$ cat config.mk
export PLATFORM = sky130hd
export DESIGN_NAME = seg_disp_sched
export DESIGN_NICKNAME = d
export VERILOG_FILES = /design/src/rtl/seg_pkg.sv /design/src/rtl/seg_scan.sv /design/src/rtl/seg_disp_sched.sv
export SDC_FILE = /design/constraint.sdc
export NUM_CORES = 1
export LEC_CHECK = 0
export BUFFER_PORTS_ARGS = -buffer_cell sky130_fd_sc_hd__buf_2
export CAP_MARGIN = 20
export CORE_UTILIZATION = 35
export CTS_BUF_LIST = sky130_fd_sc_hd__clkbuf_16
export DETAILED_ROUTE_END_ITERATION = 8
export SETUP_SLACK_MARGIN = 0.3
export SLEW_MARGIN = 30
export SYNTH_ARGS = -nofsm -noshare
export SYNTH_HDL_FRONTEND = slang
export SYNTH_HIERARCHICAL = 1
export SYNTH_SLANG_ARGS = --single-unit
$ cat constraint.sdc
create_clock -name clk -period 3.56 [get_ports clk]
set_clock_uncertainty 0.2 [all_clocks]
set_input_delay 0.712 -clock clk [delete_from_list [all_inputs] [get_ports clk]]
set_output_delay 0.712 -clock clk [all_outputs]
set_load 0.02 [all_outputs]
$ cat src/rtl/seg_pkg.sv
// Shared types and constants for the 7-segment display scheduler and scan logic.
package seg_pkg;

  typedef enum logic [1:0] {
    IDLE  = 2'd0,
    GRANT = 2'd1,
    DWELL = 2'd2
  } state_t;

  localparam logic [7:0] SEG_0     = 8'hc0;
  localparam logic [7:0] SEG_1     = 8'hf9;
  localparam logic [7:0] SEG_2     = 8'ha4;
  localparam logic [7:0] SEG_3     = 8'hb0;
  localparam logic [7:0] SEG_4     = 8'h99;
  localparam logic [7:0] SEG_5     = 8'h92;
  localparam logic [7:0] SEG_6     = 8'h82;
  localparam logic [7:0] SEG_7     = 8'hf8;
  localparam logic [7:0] SEG_8     = 8'h80;
  localparam logic [7:0] SEG_9     = 8'h90;
  localparam logic [7:0] SEG_BLANK = 8'hff;

  localparam logic [3:0] POS_RESET = 4'b1110;

  // Active-low common-anode code; non-BCD nibbles show blank.
  function automatic logic [7:0] seg_decode(input logic [3:0] d);
    case (d)
      4'd0:    seg_decode = SEG_0;
      4'd1:    seg_decode = SEG_1;
      4'd2:    seg_decode = SEG_2;
      4'd3:    seg_decode = SEG_3;
      4'd4:    seg_decode = SEG_4;
      4'd5:    seg_decode = SEG_5;
      4'd6:    seg_decode = SEG_6;
      4'd7:    seg_decode = SEG_7;
      4'd8:    seg_decode = SEG_8;
      4'd9:    seg_decode = SEG_9;
      default: seg_decode = SEG_BLANK;
    endcase
  endfunction

endpackage

$ cat src/rtl/seg_scan.sv
// Time-multiplexed digit scan: slot counter, digit select rotation and registered decode.
// Leading-zero blanking is enabled by defining SEG_LZB_EN.
module seg_scan
  import seg_pkg::*;
#(
  parameter int SCAN_CYC = 50_000
) (
  input  logic        clk,
  input  logic        rst_n,
  input  logic [15:0] word,
  output logic [3:0]  pos,
  output logic [7:0]  seg
);

  localparam int CW = $clog2(SCAN_CYC);

  logic [CW-1:0] cnt;
  logic [3:0]    nib;
  logic          blank;
  logic          lz1, lz2, lz3;

`ifdef SEG_LZB_EN
  assign lz3 = (word[15:12] == 4'h0);
  assign lz2 = (word[15:8]  == 8'h0);
  assign lz1 = (word[15:4]  == 12'h0);
`else
  assign lz3 = 1'b0;
  assign lz2 = 1'b0;
  assign lz1 = 1'b0;
`endif

  always_ff @(posedge clk or negedge rst_n) begin
    if (!rst_n) begin
      cnt <= '0;
      pos <= POS_RESET;
    end else if (cnt == CW'(SCAN_CYC - 1)) begin
      cnt <= '0;
      pos <= {pos[0], pos[3:1]};
    end else begin
      cnt <= cnt + CW'(1);
    end
  end

  always_comb begin
    nib   = 4'hf;
    blank = 1'b1;
    case (pos)
      4'b1110: begin nib = word[3:0];   blank = 1'b0; end
      4'b1101: begin nib = word[7:4];   blank = lz1;  end
      4'b1011: begin nib = word[11:8];  blank = lz2;  end
      4'b0111: begin nib = word[15:12]; blank = lz3;  end
      default: begin nib = 4'hf;        blank = 1'b1; end
    endcase
  end

  // Decoding the current pos each cycle makes seg trail pos by exactly one clock.
  always_ff @(posedge clk or negedge rst_n) begin
    if (!rst_n) seg <= SEG_BLANK;
    else        seg <= blank ? SEG_BLANK : seg_decode(nib);
  end

endmodule

$ cat src/rtl/seg_disp_sched.sv
// Round-robin display scheduler with minimum dwell, driving the shared 4-digit scan.
// Optional leading-zero blanking in seg_scan when SEG_LZB_EN is defined.
module seg_disp_sched
  import seg_pkg::*;
#(
  parameter int SCAN_CYC  = 50_000,
  parameter int DWELL_CYC = 50_000_000
) (
  input  logic        clk,
  input  logic        rst_n,
  input  logic        req0,
  input  logic [15:0] data0,
  output logic        ack0,
  input  logic        req1,
  input  logic [15:0] data1,
  output logic        ack1,
  output logic        busy,
  output logic        owner,
  output logic [7:0]  seg,
  output logic [3:0]  pos
);

  localparam int DW = (DWELL_CYC > 1) ? $clog2(DWELL_CYC) : 1;

  state_t        state, state_nxt;
  logic          grant, win;
  logic [DW-1:0] dwell_cnt;
  logic [15:0]   disp;

  always_comb begin
    state_nxt = state;
    grant     = 1'b0;
    win       = owner;
    case (state)
      IDLE: begin
        if (req0 || req1) begin
          grant     = 1'b1;
          state_nxt = GRANT;
          // On a tie the requester that was not served last wins.
          win       = (req0 && req1) ? ~owner : req1;
        end
      end
      GRANT:   state_nxt = DWELL;
      DWELL:   if (dwell_cnt == DW'(DWELL_CYC - 1)) state_nxt = IDLE;
      default: state_nxt = IDLE;
    endcase
  end

  always_ff @(posedge clk or negedge rst_n) begin
    if (!rst_n) state <= IDLE;
    else        state <= state_nxt;
  end

  // The grant decision is registered, so ack, owner and the payload all show in the GRANT cycle.
  always_ff @(posedge clk or negedge rst_n) begin
    if (!rst_n) begin
      ack0      <= 1'b0;
      ack1      <= 1'b0;
      owner     <= 1'b1;
      disp      <= 16'hffff;
      dwell_cnt <= '0;
    end else begin
      ack0 <= grant && !win;
      ack1 <= grant && win;
      if (grant) begin
        owner <= win;
        disp  <= win ? data1 : data0;
      end
      if (state == GRANT)      dwell_cnt <= '0;
      else if (state == DWELL) dwell_cnt <= dwell_cnt + DW'(1);
    end
  end

  assign busy = (state != IDLE);

  seg_scan #(
    .SCAN_CYC(SCAN_CYC)
  ) u_scan (
    .clk  (clk),
    .rst_n(rst_n),
    .word (disp),
    .pos  (pos),
    .seg  (seg)
  );

endmodule

Yosys cells after proc, flatten, opt, wreduce, memory -nomap -nowiden
Memory sizes are Yosys's and may differ from the RTL's.
Index checks and enable logic that the tools add are counted.
{"block": "totals", "regBits": 75, "latch_bits": 0, "ramBits": 0, "mem_bits_ro": 112, "in_bits": 36, "out_inout_bits": 16, "word_cells": 47, "mem_count": 1}
{"block": "classes", "n_addsub": 2, "multipliers": 0, "div": 0, "magnitude_cmp": 0, "eq_ne": 10, "n_shift": 0, "muxes": 14, "bitwise": 1, "n_reduce_logical": 10}
{"memory": "(no name shown)", "words": 16, "width": 7, "read_ports": 1, "rd_ports_with_merged_regs": 0, "wr": 0, "line": "seg_pkg.sv:26", "text": "case (d)"}
{"cell": "$mux W26", "count": 2}
{"cell": "$mux W16", "count": 2}
{"cell": "$add A26 B1 Y26 const B", "count": 1}
{"cell": "$eq A26 B26 Y1 const B", "count": 1}
{"cell": "$add A16 B1 Y16 const B", "count": 1}
{"cell": "$eq A16 B16 Y1 const B", "count": 1}
{"cell": "$pmux W4 S4", "count": 1}
{"cell": "$eq A4 B4 Y1 const B", "count": 3}
{"cell": "$mux W8", "count": 1}
{"cell": "$pmux W2 S3", "count": 1}
{"cell": "$mux W1", "count": 5}
{"cell": "$eq A4 B3 Y1 const B", "count": 1}
{"cell": "$mux W2", "count": 2}
{"cell": "$ne A2 B2 Y1 const B", "count": 2}
{"cell": "$reduce_bool A2 Y1", "count": 2}
{"cell": "$reduce_or A4 Y1", "count": 1}
{"cell": "$logic_and A1 B1 Y1", "count": 3}
{"cell": "$eq A2 B1 Y1 const B", "count": 1}
{"cell": "$eq A2 B2 Y1 const B", "count": 1}
{"cell": "$logic_not A2 Y1", "count": 1}
{"cell": "$reduce_and A2 Y1", "count": 1}
{"cell": "$logic_not A1 Y1", "count": 1}
{"cell": "$logic_or A1 B1 Y1", "count": 1}
{"cell": "$not A1 Y1", "count": 1}

Logic depth before layout (Yosys ltp)
{"block": "logic_depth", "ltp_word": 6, "ltp_mapped": 8, "ltp_nobuf": 7}

By module
Netlist, hierarchy kept.
{"module": "seg_disp_sched", "instances": 1, "cells_each": 257, "area_per_inst_um2": 2481.1, "seq_area_each_um2": 1197.4}
{"module": "seg_scan", "instances": 1, "cells_each": 152, "area_per_inst_um2": 1511.4, "seq_area_each_um2": 688.2}

Worst setup path after synthesis
Ideal clock, no wire load.
{"block": "synth_path", "path_type": "register to register", "startpoint": "register state[0]", "endpoint": "register dwell_cnt[13]", "setup_time_ps": 66, "arrival_time_ps": 1963, "required_time_ps": 3294, "setup_slack_ps": 1331, "stages_incl_launch_ff": 8, "n_path_buf": 1, "period_less_slack_ps": 2229, "path_cell_list": "dfrtp_1 > inv_1 > ha_1 > clkbuf_1 > nand4_1 > or4_4 > or4_1 > nand2_1"}
{"block": "synth_via", "elab_chain_cells": 2, "elab_cells_between_ends": 4, "classes_between": "2 x eq/ne; 1 x mux; 1 x reduce/logical"}
{"element": "from (decl)", "line": "seg_disp_sched.sv:25", "text": "state_t state, state_nxt;"}
{"element": "from (signal assigned)", "line": "seg_disp_sched.sv:51", "text": "else state <= state_nxt;"}
{"element": "$eq A2 B1 Y1 / $eq A2 B2 Y1 (equally long branches)", "line": "seg_disp_sched.sv:69, seg_disp_sched.sv:70"}
{"element": "$mux W26 / $reduce_bool A2 Y1 (equally long branches)"}
{"element": "to (signal assigned)", "line": "seg_disp_sched.sv:70", "text": "else if (state == DWELL) dwell_cnt <= dwell_cnt + DW'(1);"}
{"element": "to (decl)", "line": "seg_disp_sched.sv:27", "text": "logic [DW-1:0] dwell_cnt;"}
Parallel ways exist; a longest one is shown, timed or not.
A chain may end at the register's enable or synchronous reset.

Final worst setup path
{"block": "layout_path", "startpoint": "register u_scan.pos[1]", "endpoint": "register u_scan.seg[1]"}
{"block": "layout_via", "elab_chain_cells": 4, "elab_cells_between_ends": 8, "classes_between": "4 x eq/ne; 2 x mux; 1 x reduce/logical; 1 x memory"}
{"element": "from (decl)", "line": "seg_scan.sv:11", "text": "output logic [3:0] pos,"}
{"element": "from (signal assigned)", "line": "seg_scan.sv:38", "text": "pos <= {pos[0], pos[3:1]};"}
{"element": "$eq A4 B3 Y1 / $eq A4 B4 Y1 (equally long branches)", "line": "seg_scan.sv:47", "text": "case (pos)"}
{"element": "$pmux W4 S4", "line": "seg_scan.sv:47"}
{"element": "$mem_v2 Z16 W7"}
{"element": "$mux W8 (*)", "line": "seg_scan.sv:59", "text": "else seg <= blank ? SEG_BLANK : seg_decode(nib);"}
{"element": "to (signal assigned)", "line": "seg_scan.sv:59"}
{"element": "to (decl)", "line": "seg_scan.sv:12", "text": "output logic [7:0] seg"}
Every way passes the cells marked *; elsewhere a longest branch is shown, timed or not.

==> results.txt <==
Run status = completed
Synth top area share = 29.5%
Antenna Cells = 0
GRT Total Usage = 15.3%
Leakage power = 2.05 nW
Clock Tree Buf Depth = 2
Number of global-route vias before repair = 2,930
Critical path peak fanout = 14
# IOs = 52
Flops & latches, synth = 74
Post-Syn Nets = 454
Cells after synthesis = 409
Fmax = 0.430 GHz
WP data arrival = 2.37 ns
Nets@finish = 500
Logic pwr share = 2.6%
Clk sink count = 74
Clk slew on worst S/H paths = 0.06 ns
Net Sw Power = 0.356 mW
Vias = 3,183
DP HPWL = 5820 um
RSZ-0062 raised after global routing = false
Antenna viol nets, final = 0
Final min period = 2.33 ns
WL final = 8550 um
Initial DRC Count = 227
Worst slew pin tran = 0.641 ns
Residual DRC = 0
Pre-CTS setup slack = 1.23 ns
Clk_lat worst skew = 0.34 ns
Setup ws final = 1.23 ns
Total iterations of the first detailed-routing run = 4
Final worst path period share = 65.4%
Cell area after synthesis = 0.00399 mm2
TritonCTS Buffers = 9
Min-Delay Path Class = in2async
Req. time, crit path = 3.61 ns
Synth top area cells = dfrtp_1 29%, dfstp_2 18%, nand2_1 3.8%, nor2_1 3.4%, o21ai_0 3.4%
Die H = 109 um
FILL cells = 1,046
Core area = 0.0110 mm2
Post-DR vias/cell = 5.31
Area Growth Syn to Fin = 15.8%
Net Sw Frac = 21.3%
Crit-path cells = nand4b_1 > o22ai_1 > a31oi_1 > ha_1 > nor2b_1 > o21ai_0
Post-CTS Resized = 0
GPL Wtd Cong = 0.807
Post-synthesis sequential area ratio = 47.2%
Initial antenna violation count = 0
PwrDens = 362 mW/mm2
Clock root buffer master = clkbuf_16
Post-CTS Setup Bufs = 0
Crit Path Category = reg2reg
Post-layout util = 42.1%
Internal Power = 1.32 mW
Fin Setup TNS = 0 ns
Synth cell types = 54
Worst IR Drop VDD = 0.270 mV
TritonCTS clock tree = yes
Critical path startpoint category = register
Hold slack = 0.174 ns
Synthesized area per cell = 9.76 um2
First-pass GRT wire length = 13,900 um
Top cell type by total area after synthesis = dfrtp_1
Die area = 0.0118 mm2
WL/cell = 14.3 um
Clock power frac = 47.0%
Pin count of the biggest net entering global routing = 75
Congestion Overflow GR = 0
Slowest-stage cell, CP = dfstp_2
Final Hold Vio Count = 0
CTS Hold Buffers Added = 0
Die X = 109 um
Register area = 0.00189 mm2
Count of pins over their slew limit = 0
Most frequent cells in the layout = 50 x buf_2, 47 x dfrtp_1, 40 x nand2_1, 36 x nor2_1
Max-Cap Viols = 0
Sequential power share = 50.4%
Initial core utilization = 36.4%
CP Capture Type = register
Final setup vio count = 0
Area of the multi-input gates = 0.00193 mm2
Row Count = 38
Slew headroom = 57.1%
Yosys warns = 6
Crit-path max cell delay = 0.65 ns
CTS H-tree depth = 3
IO buf count = 50
Layout cells sized above 1 = 25.2%
Commonest non-fill, non-tap cell in the layout = buf_2
worst max-delay path, delay by kind of cell (launching register included):
kind                     cells  cell delay [ns]
AO/OA/AOI/OAI                3             0.69
adder cells (fa/ha/maj)      1             0.34
flip-flops                   1             0.65
AND/OR/NAND/NOR              2             0.37
cell usage after synthesis (all sizes together):
cell type,count
and2,2
nor2b,6
o21ai,28
or4,5
o31ai,1
a21o,2
xnor2,12
or3,3
a21oi,7
a22oi,16
mux2,7
nand3b,2
inv,22
o221ai,1
o211ai,2
nand4b,4
nand3,10
and3,5
o32ai,2
a32oi,1
xor2,7
dfrtp,47
nand2b,5
nor3,7
a31oi,14
conb,1
a31o,4
and4,6
a41o,5
a41oi,2
nor3b,4
clkbuf,12
a211oi,3
o311ai,1
ha,9
nor4,4
o22ai,11
buf,8
nand2,40
nand4,13
nor2,36
mux2i,5
dfstp,27
final cells by class:
type | instances | area share [%]
multi-input cells | 293 | 41.6
flip-flops and latches | 74 | 40.8
repair buffers | 55 | 6.49
clock buffers | 9 | 4.87
well taps | 140 | 3.79
inverters | 22 | 1.79
clock inverters | 7 | 0.649
worst paths after layout:
check	to	slack, ns	depth (start not counted)	from
setup / recovery	u_scan/seg[1]	1.23	6	u_scan/pos[1]
hold / removal	dwell_cnt[20]	0.17	2	rst_n
setup reg to reg	u_scan/seg[1]	1.23	6	u_scan/pos[1]
hold reg to reg	u_scan/cnt[0]	0.29	1	u_scan/cnt[0]
max in group asynchronous	disp[14]	2.60	2	rst_n
min in group clk	u_scan/cnt[0]	0.29	1	u_scan/cnt[0]
sequential cells by signal (all words and copies together) (netlist names):
register	flops
owner	1
ack1	1
u_scan/pos	4
u_scan/seg	7
disp	16
ack0	1
u_scan/cnt	16
dwell_cnt	26
state	2
metrics by stage:
| step | power [mW] | instance area, um2 | std cells |
|---|---|---|---|
| 2_1_floorplan | 0.862 | 3990 | 409 |
| 3_5_place_dp | 0.903 | 4370 | 584 |
| 3_3_place_gp | 0.902 | 4370 | 584 |
| 5_1_grt | 1.74 | 4620 | 600 |
| 4_1_cts | 1.70 | 4620 | 600 |
| 6_report | 1.67 | 4620 | 600 |
metal layers:
metal | vias up | GRT usage [%] | wire, um
met3 | 12 | 3.65 | 386
met5 | - | 0 | 0
met2 | 70 | 22.6 | 3710
met1 | 1517 | 20.7 | 4300
li1 | 1584 | - | -
met4 | 0 | 7.72 | 162
power groups by stage:
stage / Clock, mW / Combinational [mW] / Sequential, mW
after floorplan: 0 / 0.00522 / 0.857
after global placement: 0 / 0.0455 / 0.857
after detailed placement: 0 / 0.0457 / 0.857
after CTS: 0.809 / 0.0460 / 0.843
after global routing: 0.842 / 0.0504 / 0.843
final: 0.786 / 0.0442 / 0.843
kinds of logic (layout without fill, tap and decap cells):
kind of cell	after synthesis	count (layout)	share of synthesized area, %
muxes	12	12	3.23
and+or+nand+nor	152	152	21.2
DFF	74	74	47.2
xor gates and xnor gates	19	19	4.17
buffers and inverters	42	93	4.64
adders and majority gates	9	9	2.82
other	1	1	0.0939
AOI/OAI and AO/OA	100	100	16.6
Power figures use the tool's default switching activity.
